[config.mk]
export PLATFORM = sky130hd
export DESIGN_NAME = def_cmd_sched
export DESIGN_NICKNAME = d
export VERILOG_FILES = /design/src/rtl/def_ctrl_pkg.sv /design/src/rtl/def_cmd_fifo.sv /design/src/rtl/def_cmd_sched.sv
export SDC_FILE = /design/constraint.sdc
export NUM_CORES = 1
export LEC_CHECK = 0
export BUFFER_PORTS_ARGS = -buffer_cell sky130_fd_sc_hd__buf_2
export CAP_MARGIN = 20
export CELL_PAD_IN_SITES_DETAIL_PLACEMENT = 1
export CELL_PAD_IN_SITES_GLOBAL_PLACEMENT = 2
export CORE_UTILIZATION = 43
export CTS_CLUSTER_DIAMETER = 200
export DETAILED_ROUTE_END_ITERATION = 6
export PLACE_DENSITY_LB_ADDON = 0.3
export SLEW_MARGIN = 20
export SYNTH_ARGS = -nofsm -noshare
export SYNTH_HDL_FRONTEND = slang
export SYNTH_SLANG_ARGS = --single-unit
[constraint.sdc]
create_clock -name clk -period 3.67 [get_ports clk]
set_clock_uncertainty 0.05 [all_clocks]
set_input_delay 0.9175 -clock clk [delete_from_list [all_inputs] [get_ports clk]]
set_output_delay 0.9175 -clock clk [all_outputs]
set_load 0.02 [all_outputs]
[src/rtl/def_ctrl_pkg.sv]
// Shared types and constants for the defectoscope command scheduler.
package def_ctrl_pkg;

  localparam int DEF_CMD_W = 32;
  localparam logic [DEF_CMD_W-1:0] DEF_POLL_CMD = 32'hA500_0000;

  typedef enum logic {IDLE = 1'b0, ISSUE = 1'b1} sched_st_t;
  typedef enum logic {SRC_HOST = 1'b0, SRC_POLL = 1'b1} sched_src_t;

endpackage

[src/rtl/def_cmd_fifo.sv]
// Synchronous show-ahead FIFO with a registered full flag; pushes while full are ignored.
module def_cmd_fifo #(
  parameter int W     = 32,
  parameter int DEPTH = 8
) (
  input  logic         clk,
  input  logic         reset_n,
  input  logic         push_i,
  input  logic         pop_i,
  input  logic [W-1:0] wdata_i,
  output logic [W-1:0] rdata_o,
  output logic         empty_o,
  output logic         full_o
);

  localparam int AW = $clog2(DEPTH);
  localparam logic [AW-1:0] PTR_ONE   = AW'(1);
  localparam logic [AW:0]   CNT_ONE   = (AW+1)'(1);
  localparam logic [AW:0]   CNT_ZERO  = (AW+1)'(0);
  localparam logic [AW:0]   CNT_DEPTH = (AW+1)'(DEPTH);

  logic [W-1:0]  mem_q [DEPTH];
  logic [AW-1:0] wr_ptr_q, wr_ptr_d, rd_ptr_q, rd_ptr_d;
  logic [AW:0]   cnt_q, cnt_d;
  logic          full_q, full_d;
  logic          do_push_s, do_pop_s;

  // Next-state for pointers, occupancy and full flag
  always_comb begin
    do_push_s = push_i & ~full_q;
    do_pop_s  = pop_i & (cnt_q != CNT_ZERO);
    wr_ptr_d  = do_push_s ? wr_ptr_q + PTR_ONE : wr_ptr_q;
    rd_ptr_d  = do_pop_s ? rd_ptr_q + PTR_ONE : rd_ptr_q;
    case ({do_push_s, do_pop_s})
      2'b10:   cnt_d = cnt_q + CNT_ONE;
      2'b01:   cnt_d = cnt_q - CNT_ONE;
      default: cnt_d = cnt_q;
    endcase
    full_d = (cnt_d == CNT_DEPTH);
  end

  // Pointer, count and full-flag registers
  always_ff @(posedge clk or negedge reset_n) begin
    if (!reset_n) begin
      wr_ptr_q <= {AW{1'b0}};
      rd_ptr_q <= {AW{1'b0}};
      cnt_q    <= CNT_ZERO;
      full_q   <= 1'b0;
    end else begin
      wr_ptr_q <= wr_ptr_d;
      rd_ptr_q <= rd_ptr_d;
      cnt_q    <= cnt_d;
      full_q   <= full_d;
    end
  end

  // Storage array; contents are don't-care until written
  always_ff @(posedge clk) begin
    if (do_push_s) begin
      mem_q[wr_ptr_q] <= wdata_i;
    end
  end

  assign rdata_o = mem_q[rd_ptr_q];
  assign empty_o = (cnt_q == CNT_ZERO);
  assign full_o  = full_q;

endmodule

[src/rtl/def_cmd_sched.sv]
// Two-channel command scheduler: host queues merged with periodic polls onto valid/ready transmitters.
// Define DEF_POLL_EN to build the poll timer and poll/host round-robin arbitration.
module def_cmd_sched
  import def_ctrl_pkg::*;
#(
  parameter int                   FIFO_DEPTH = 8,
  parameter int                   POLL_DIV   = 50000,
  parameter logic [DEF_CMD_W-1:0] POLL_CMD   = DEF_POLL_CMD
) (
  input  logic                 clk,
  input  logic                 reset_n,
  input  logic                 i_cmd_wr,
  input  logic                 i_cmd_ch,
  input  logic [DEF_CMD_W-1:0] i_cmd_data,
  output logic [1:0]           o_cmd_full,
  output logic                 o_drop,
  input  logic                 i_poll_en,
  output logic                 o_poll_ovr,
  output logic [DEF_CMD_W-1:0] o_cntr_data0,
  output logic [DEF_CMD_W-1:0] o_cntr_data1,
  output logic [1:0]           o_cntr_valid,
  input  logic [1:0]           i_cntrtr_ready,
  output logic [1:0]           o_busy
);

  localparam int TMR_W = $clog2(POLL_DIV);
  localparam logic [TMR_W-1:0] TMR_MAX = TMR_W'(POLL_DIV - 1);

  logic [1:0]           fifo_push_s, fifo_pop_s, fifo_empty_s, fifo_full_s;
  logic [DEF_CMD_W-1:0] fifo_rdata_s [2];
  logic [DEF_CMD_W-1:0] cntr_data_s  [2];
  logic [1:0]           poll_pend_s, poll_clr_s;
  logic                 drop_q;

  assign fifo_push_s = {i_cmd_wr & i_cmd_ch, i_cmd_wr & ~i_cmd_ch};

  // Discarded-write pulse, judged against the full flag visible at the write edge
  always_ff @(posedge clk or negedge reset_n) begin
    if (!reset_n) begin
      drop_q <= 1'b0;
    end else begin
      drop_q <= i_cmd_wr & fifo_full_s[i_cmd_ch];
    end
  end

`ifdef DEF_POLL_EN
  localparam logic [TMR_W-1:0] TMR_ONE = TMR_W'(1);
  logic [TMR_W-1:0] tmr_q, tmr_d;
  logic [1:0]       poll_pend_q, poll_pend_d;
  logic             ovr_q, ovr_d, tick_s;

  // Poll timer and pending bits; a new tick wins over a same-edge clear
  always_comb begin
    tick_s      = i_poll_en & (tmr_q == TMR_MAX);
    tmr_d       = i_poll_en ? (tick_s ? {TMR_W{1'b0}} : tmr_q + TMR_ONE) : tmr_q;
    poll_pend_d = tick_s ? 2'b11 : (poll_pend_q & ~poll_clr_s);
    ovr_d       = tick_s & (|poll_pend_q);
  end

  // Timer, pending and overrun registers
  always_ff @(posedge clk or negedge reset_n) begin
    if (!reset_n) begin
      tmr_q       <= {TMR_W{1'b0}};
      poll_pend_q <= 2'b00;
      ovr_q       <= 1'b0;
    end else begin
      tmr_q       <= tmr_d;
      poll_pend_q <= poll_pend_d;
      ovr_q       <= ovr_d;
    end
  end

  assign poll_pend_s = poll_pend_q;
  assign o_poll_ovr  = ovr_q;
`else
  logic unused_poll;
  assign unused_poll = ^{i_poll_en, poll_clr_s, TMR_MAX};
  assign poll_pend_s = 2'b00;
  assign o_poll_ovr  = 1'b0;
`endif

  for (genvar c = 0; c < 2; c++) begin : g_ch
    sched_st_t            state_q, state_d;
    sched_src_t           cur_src_q, cur_src_d, last_src_q, last_src_d;
    logic                 valid_q, valid_d;
    logic [DEF_CMD_W-1:0] data_q, data_d;
    logic                 host_rdy_s, pop_s, clr_s;

    def_cmd_fifo #(.W(DEF_CMD_W), .DEPTH(FIFO_DEPTH)) u_fifo (
      .clk     (clk),
      .reset_n (reset_n),
      .push_i  (fifo_push_s[c]),
      .pop_i   (fifo_pop_s[c]),
      .wdata_i (i_cmd_data),
      .rdata_o (fifo_rdata_s[c]),
      .empty_o (fifo_empty_s[c]),
      .full_o  (fifo_full_s[c])
    );

    assign host_rdy_s = ~fifo_empty_s[c];

    // Issue FSM: load a source in IDLE, hold until the transmitter accepts in ISSUE
    always_comb begin
      state_d    = state_q;
      valid_d    = valid_q;
      data_d     = data_q;
      cur_src_d  = cur_src_q;
      last_src_d = last_src_q;
      pop_s      = 1'b0;
      clr_s      = 1'b0;
      case (state_q)
        IDLE: begin
          if (host_rdy_s && (!poll_pend_s[c] || last_src_q == SRC_POLL)) begin
            data_d    = fifo_rdata_s[c];
            cur_src_d = SRC_HOST;
            valid_d   = 1'b1;
            state_d   = ISSUE;
          end else if (poll_pend_s[c]) begin
            data_d    = POLL_CMD;
            cur_src_d = SRC_POLL;
            valid_d   = 1'b1;
            state_d   = ISSUE;
          end else begin
            state_d   = IDLE;
          end
        end
        ISSUE: begin
          if (valid_q && i_cntrtr_ready[c]) begin
            valid_d    = 1'b0;
            last_src_d = cur_src_q;
            state_d    = IDLE;
            if (cur_src_q == SRC_HOST) begin
              pop_s = 1'b1;
            end else begin
              clr_s = 1'b1;
            end
          end else begin
            state_d = ISSUE;
          end
        end
        default: begin
          state_d = IDLE;
          valid_d = 1'b0;
        end
      endcase
    end

    // FSM registers; last_src starts at poll so the host is served first
    always_ff @(posedge clk or negedge reset_n) begin
      if (!reset_n) begin
        state_q    <= IDLE;
        valid_q    <= 1'b0;
        data_q     <= {DEF_CMD_W{1'b0}};
        cur_src_q  <= SRC_HOST;
        last_src_q <= SRC_POLL;
      end else begin
        state_q    <= state_d;
        valid_q    <= valid_d;
        data_q     <= data_d;
        cur_src_q  <= cur_src_d;
        last_src_q <= last_src_d;
      end
    end

    assign fifo_pop_s[c]   = pop_s;
    assign poll_clr_s[c]   = clr_s;
    assign cntr_data_s[c]  = data_q;
    assign o_cntr_valid[c] = valid_q;
    assign o_busy[c]       = host_rdy_s | poll_pend_s[c] | valid_q;
  end

  assign o_cmd_full   = fifo_full_s;
  assign o_drop       = drop_q;
  assign o_cntr_data0 = cntr_data_s[0];
  assign o_cntr_data1 = cntr_data_s[1];

endmodule

==> impl_results.md, run 1 <==
- CP Launch Type: flop
- Failing checks: design-rule violations
- Sw Pwr: 4.918 mW
- Fmax: 343.6 MHz
- Core outline area: 0.05287 sq mm
- Final Hold Viols: 0
- Setup TNS: 0 ns
- EDFF count, synth: 512
- Crit. End Element: output pin
- Clock network power share: 0.341
- Via Count: 10990
- Average wire per standard cell: 23.98 um
- Max VDD drop: 390.3 uV
- Share of cells above drive strength 1: 0.3069
- Clock buffer depth: 3
- TritonCTS clock tree: built
- Area Overhead vs Synth: 15.93%
- Final Slew Violations: 0
- Cell Chain, Critical Path: nor4_4 > or2b_1 > buf_2
- Power density over the cells: 677.6 mW/mm^2
- Final net count: 1334
- DIE WIDTH: 234.1 um
- Post-Syn Area: 0.02317 sq mm
- Synth area leaders: edfxtp_1 66%, mux4_2 12%, dfrtp_1 9.8%, mux2i_1 2.9%, o21ai_1 1.4%
- P_leak: 9.145 nW
- Slew margin rel.: 0.3670
- Primary FF master, synth: edfxtp_1
- Slew @ Worst Pin: 0.9495 ns
- Syn. warnings: 0
- Internal power: 13.28 mW
- Hpwl dp: 29.37 mm
- Vias in the first global route: 11700
- Post-CTS resize count: 0
- Combinational Power Share: 0.175
- WP buf/inv: 1
- Drt drc: 10
- Final period util: 0.7929
- Outcome: finished with violations
- Initial core utilization: 0.4383
- Hold Slack: 0.1713 ns
- Hold Crit Class: in2async
- Total power: 18.20 mW
- Port Buf Inserts: 108
- Cell family with most CP delay: simple AND/OR/NAND/NOR gates
- Ports: 111
- Die area: 0.05482 sq mm
- CP Depth: 3
- Flops & latches, synth: 603
- Critical path class: reg2out
- Minimum clock period: 2.910 ns
- Antenna Nets Post-Route: 0
- Unrepaired setup endpoints after global routing: no
- RePlAce Congestion: 0.7447
- FP Rows: 84
- Post-layout util: 0.5081
- Final setup violation count: 0
- Synth top area share: 0.6635
- Arrival @ worst endpoint: 1.94 ns
- Yosys cell types: 51
- Post-synth ARST share: 0.1509
- Root Buffer: clkbuf_16
- Initial antenna violation count: 2
- Post-DR vias/cell: 5.415
- CTS sink count: 603
- Number of H-tree levels: 2
- Final instance area: 0.02686 sq mm
- DIE HEIGHT: 234.1 um
- First-pass GRT wire length: 73.40 mm
- Hold Buf Count CTS: 0
- Worst R2R Path Depth: 8
- Fill count: 4748
- Post-synth top cells: 512 x edfxtp_1, 128 x mux4_2, 91 x dfrtp_1
- GRT Total Usage: 0.1840
- Crit-path max cell delay: 0.50 ns
- CTS Buf Count: 60
- Syn_area_per_cell: 20.36 sq um
- Synth area leader: edfxtp_1
- Syn Nets: 1185
- WL final: 48.65 mm
- TritonRoute pass-1 iters: 6
- DRT iter0 DRCs: 841
- Largest net degree at the start of global routing: 43
- Max-Cap Viols: 0
- CTS clk-pin slew, worst paths: 0.06 ns
- Post-CTS setup buffer count: 0
- Synth Instances: 1138
- Most common cell in the netlist: edfxtp_1
- Worst EP required: 2.70 ns
- Critical path's slowest cell: dfrtp_1
- Crit Path Max Fanout: 8
- Clock latency on the worst-skew pair: 0.62 ns
- Sequential share of power: 0.485
- Grt ovf: 0
- Sw frac: 0.2702
- Sequential share of the synthesized area: 0.7618
- Placed Area: 0.02484 sq mm
[cell usage in the layout (no fill, tap or decap), drive strengths merged, types with 2 or more instances in the layout]
cell and count:
bufinv 7, diode 2, clkbuf 78, and3b 4, o21ai 69, nand2b 10, buf 152, ha 8
nand3 3, nor4 2, nand2 89, xnor2 9, mux2i 66, clkinv 26, mux4 128, inv 9
dfrtp 91, edfxtp 512, mux2 6, xor2 4, a21oi 5, nor3 11, a221oi 2, nor2 19
a21boi 2, nor2b 5
[power groups by stage]
stage / Combinational (mW) / Sequential, mW / Clock [mW]
floorplan: 2.32 / 8.73 / 0
global placement: 3.20 / 8.94 / 0
detailed placement: 3.27 / 8.98 / 0
CTS: 3.28 / 8.85 / 6.36
global route: 3.48 / 8.93 / 6.58
finish: 3.18 / 8.82 / 6.20
[per-stage QoR]
step | cells | setup slack (ns)
global route | 2027 | 0.6275
floorplan | 1138 | 0.3488
CTS | 2027 | 0.6953
finish | 2029 | 0.7600
detailed placement | 1913 | 0.5724
global placement | 1913 | 0.6263
[sequential cells by signal (all words and copies together), names as in the netlist]
| name | cells |
|---|---|
| g_ch.state_q | 2 |
| o_cntr_data0 | 32 |
| g_ch.u_fifo.rd_ptr_q | 6 |
| g_ch.u_fifo.mem_q | 512 |
| g_ch.valid_q | 2 |
| o_cntr_data1 | 32 |
| o_drop | 1 |
| g_ch.u_fifo.wr_ptr_q | 6 |
| g_ch.u_fifo.full_o | 2 |
| g_ch.u_fifo.cnt_q | 8 |
[final timing paths]
kind                                    startpoint               endpoint  slack (ns)
hold / removal                             reset_n                 o_drop        0.17
setup / recovery           g_ch[0].u_fifo.cnt_q[0]              o_busy[0]        0.76
min in group clk                   o_cntr_data0[3]        o_cntr_data0[3]        0.43
setup reg to reg           g_ch[1].u_fifo.cnt_q[2]  g_ch[1].u_fifo.full_o        1.04
hold reg to reg                    o_cntr_data0[3]        o_cntr_data0[3]        0.43
max in group asynchronous                  reset_n       o_cntr_data1[22]        2.60
[per-layer routing]
metal | routed length (um) | GRT usage
met1 | 22140 | 0.2606
met2 | 23820 | 0.2999
met3 | 2003 | 0.03161
met4 | 674 | 0.04058
met5 | 10 | 0
[cells by family (layout without fill, tap and decap cells)]
group	Yosys count	in the layout	synth area share
flip-flops	603	603	0.7618
multiplexers	200	200	0.1560
AND/OR/NAND/NOR	153	153	0.03321
AO/OA/AOI/OAI	88	88	0.02127
buffers and inverters	72	273	0.01836
XOR/XNOR	13	13	0.004914
adder cells (fa/ha/maj)	8	8	0.004320
other	1	3	0.0001618
[cell type report]
type	instances	area (sq um)	share of cell area
clock buffers	78	1639	0.06102
inverters	7	31.28	0.001164
multi-input cells	463	5233	0.1948
repair buffers	152	1049	0.03903
flip-flops and latches	603	17670	0.6577
clock inverters	36	379.1	0.01411
diodes	2	5.005	0.0001863
well taps	688	860.8	0.03204
Power figures use the tool's default switching activity.
==> run 2, diff against run 1 <==
--- a/config.mk
+++ b/config.mk
@@ -9,7 +9,7 @@
 export CAP_MARGIN = 20
 export CELL_PAD_IN_SITES_DETAIL_PLACEMENT = 1
 export CELL_PAD_IN_SITES_GLOBAL_PLACEMENT = 2
-export CORE_UTILIZATION = 43
+export CORE_UTILIZATION = 48
 export CTS_CLUSTER_DIAMETER = 200
 export DETAILED_ROUTE_END_ITERATION = 6
 export PLACE_DENSITY_LB_ADDON = 0.3
==> constraint.sdc (replaced) <==
create_clock -name clk -period 2.9 [get_ports clk]
set_clock_uncertainty 0.05 [all_clocks]
set_input_delay 0.725 -clock clk [delete_from_list [all_inputs] [get_ports clk]]
set_output_delay 0.725 -clock clk [all_outputs]
set_load 0.02 [all_outputs]
==> run 2 against run 1 <==
The run now ends clean; largest cell class unchanged; first-iteration DRC count fell by 15%; routed wire length rose by 1.1%; sequential cell count did not move; highest routed layer is now met4; global-route usage rose by 2.2 points; hold slack improved by 0.14 ns; final cell count fell by 3.4%; total power rose by 28%; die area fell by 10%.
==> impl_results.md, run 2 (synthesis results as in run 1) <==
- Outcome: finished, final reports clean (was finished with violations)
- Post-Layout Cell Count: 1959 (was 2029)
- Crit. End Element: output pin (unchanged)
- DRT iter0 DRCs: 711 (was 841)
- Most common cell after layout, fill and taps aside: edfxtp_1 (unchanged)
- Area Overhead vs Synth: 16.35% (was 15.93%)
- Antenna Nets Post-Route: 0 (unchanged)
- Post-CTS resize count: 0 (unchanged)
- Slew margin rel.: 0.5726 (was 0.3670)
- Core outline area: 0.04765 sq mm (was 0.05287 sq mm)
- CTS clk-pin slew, worst paths: 0.06 ns (about the same)
- DP Cell Count: 1844 (was 1913)
- Hpwl dp: 29.66 mm (was 29.37 mm)
- Grt ovf: 0 (unchanged)
- CTS sink count: 603 (unchanged)
- Share of cells above drive strength 1: 0.3051 (was 0.3069)
- Post-CTS setup buffer count: 0 (unchanged)
- Die area: 0.04916 sq mm (was 0.05482 sq mm)
- DIE WIDTH: 221.7 um (was 234.1 um)
- Worst EP required: 2.12 ns (was 2.70 ns)
- Final instance area: 0.02696 sq mm (was 0.02686 sq mm)
- Arrival @ worst endpoint: 1.96 ns (was 1.94 ns)
- Fmax: 365.8 MHz
- Initial antenna violation count: 1 (was 2)
- Final net count: 1340 (was 1334)
- Fill count: 4138 (was 4748)
- Max reg flops: 512 (unchanged)
- Post-DR vias/cell: 5.697 (was 5.415)
- DIE HEIGHT: 221.7 um (was 234.1 um)
- Most frequent cells in the layout: 512 x edfxtp_1, 128 x mux4_2, 107 x buf_2 (unchanged)
- Crit Path Max Fanout: 7 (was 8)
- CP Launch Type: flop (unchanged)
- Final setup violation count: 0 (unchanged)
- Average wire per standard cell: 25.11 um (was 23.98 um)
- Reg area: 0.01767 sq mm (unchanged)
- Setup TNS: 0 ns (unchanged)
- Hold Crit Class: in2reg (was in2async)
- Via Count: 11160 (was 10990)
- FP Rows: 80 (was 84)
- CTS Buf Count: 61 (was 60)
- Vias in the first global route: 12160 (was 11700)
- First-pass GRT wire length: 75.16 mm (was 73.40 mm)
- Max-Cap Viols: 0 (unchanged)
- Critical path class: reg2out (unchanged)
- Largest net degree at the start of global routing: 44 (was 43)
- P_leak: 9.186 nW (was 9.145 nW)
- Antenna diodes: 0 (was 2)
- Minimum clock period: 2.734 ns
- Max VDD drop: 516.8 uV (was 390.3 uV)
- Hold Buf Count CTS: 1 (was 0)
- GRT Total Usage: 0.2061 (was 0.1840)
- Power density over the cells: 862.1 mW/mm^2 (was 677.6 mW/mm^2)
- Post-route setup slack: 0.1661 ns (was 0.7600 ns)
- Clock buffer depth: 3 (unchanged)
- Unrepaired setup endpoints after global routing: no (unchanged)
- Final period util: 0.9427
- Clock latency on the worst-skew pair: 0.62 ns (about the same)
- RePlAce Congestion: 0.7377 (was 0.7447)
- Final Hold Viols: 0 (unchanged)
- Slew @ Worst Pin: 0.6411 ns (was 0.9495 ns)
- WL final: 49.19 mm (was 48.65 mm)
- Final Slew Violations: 0 (unchanged)
- Drt drc: 0 (was 10)
- Biggest register: g_ch.u_fifo.mem_q (unchanged)
- Initial core utilization: 0.4863 (was 0.4383)
- Total power: 23.24 mW (was 18.20 mW)
- Ports: 111 (unchanged)
- Number of H-tree levels: 2 (unchanged)
- Root Buffer: clkbuf_16 (unchanged)
- Placed Area: 0.02497 sq mm (was 0.02484 sq mm)
- Footprint of the multi-input gates: 0.005233 sq mm (unchanged)
- TritonCTS clock tree: built (unchanged)
- TritonRoute pass-1 iters: 4 (was 6)
- Port Buf Inserts: 108 (unchanged)
- Pre-CTS WS: 0.1086 ns (was 0.5724 ns)
run 2: metal layers:
metal | up-vias | part of all wire | track usage
li1 | 4863 | - | -
met1 | 5977 | 0.43 | 0.2800
met2 | 241 | 0.50 | 0.3498
met3 | 80 | 0.041 | 0.03326
met4 | 0 | 0.020 | 0.05220
met5 | - | 0 | 0
run 2: worst paths after layout:
check / depth (start not counted) / slack [ns] / to / startpoint
min reg2reg: 2 / 0.43 / o_cntr_data1[7] / o_cntr_data1[7]
max: 3 / 0.17 / o_busy[0] / g_ch[0].u_fifo.cnt_q[1]
min: 2 / 0.32 / o_drop / i_cmd_wr
max reg2reg: 8 / 0.27 / g_ch[1].u_fifo.full_o / g_ch[1].u_fifo.cnt_q[2]
min in group asynchronous: 2 / 0.53 / o_cntr_data1[11] / reset_n
max in group asynchronous: 3 / 1.55 / o_cntr_data1[20] / reset_n
run 2: per-stage QoR:
step,utilization,hold WS (ns)
floorplan,-,0.3794
global placement,0.5240,0.4117
detailed placement,0.5240,0.4203
CTS,0.5659,0.2819
global route,0.5659,0.3149
finish,0.5659,0.3159
run 2: power by group:
| part | total, mW | switching (mW) | leakage, nW | internal, mW |
|---|---|---|---|---|
| Sequential | 10.9 | 0.582 | 5.79 | 10.3 |
| Clock | 7.83 | 3.22 | 0.966 | 4.61 |
| Combinational | 4.49 | 2.53 | 2.43 | 1.96 |
| Total | 23.2 | 6.33 | 9.19 | 16.9 |
run 2: cell type report:
cell class / count / share of cell area
Clock buffer: 83 / 0.06005
Clock inverter: 31 / 0.01355
Inverter: 7 / 0.001160
Multi-Input combinational cell: 463 / 0.1941
Sequential cell: 603 / 0.6553
Tap cell: 615 / 0.02854
Timing Repair Buffer: 157 / 0.04734
run 2: critical path: stages, from the launching register on:
cell and delay [ns]:
dfrtp_1 0.49, nor4_4 0.45, or2b_1 0.26, buf_2 0.15
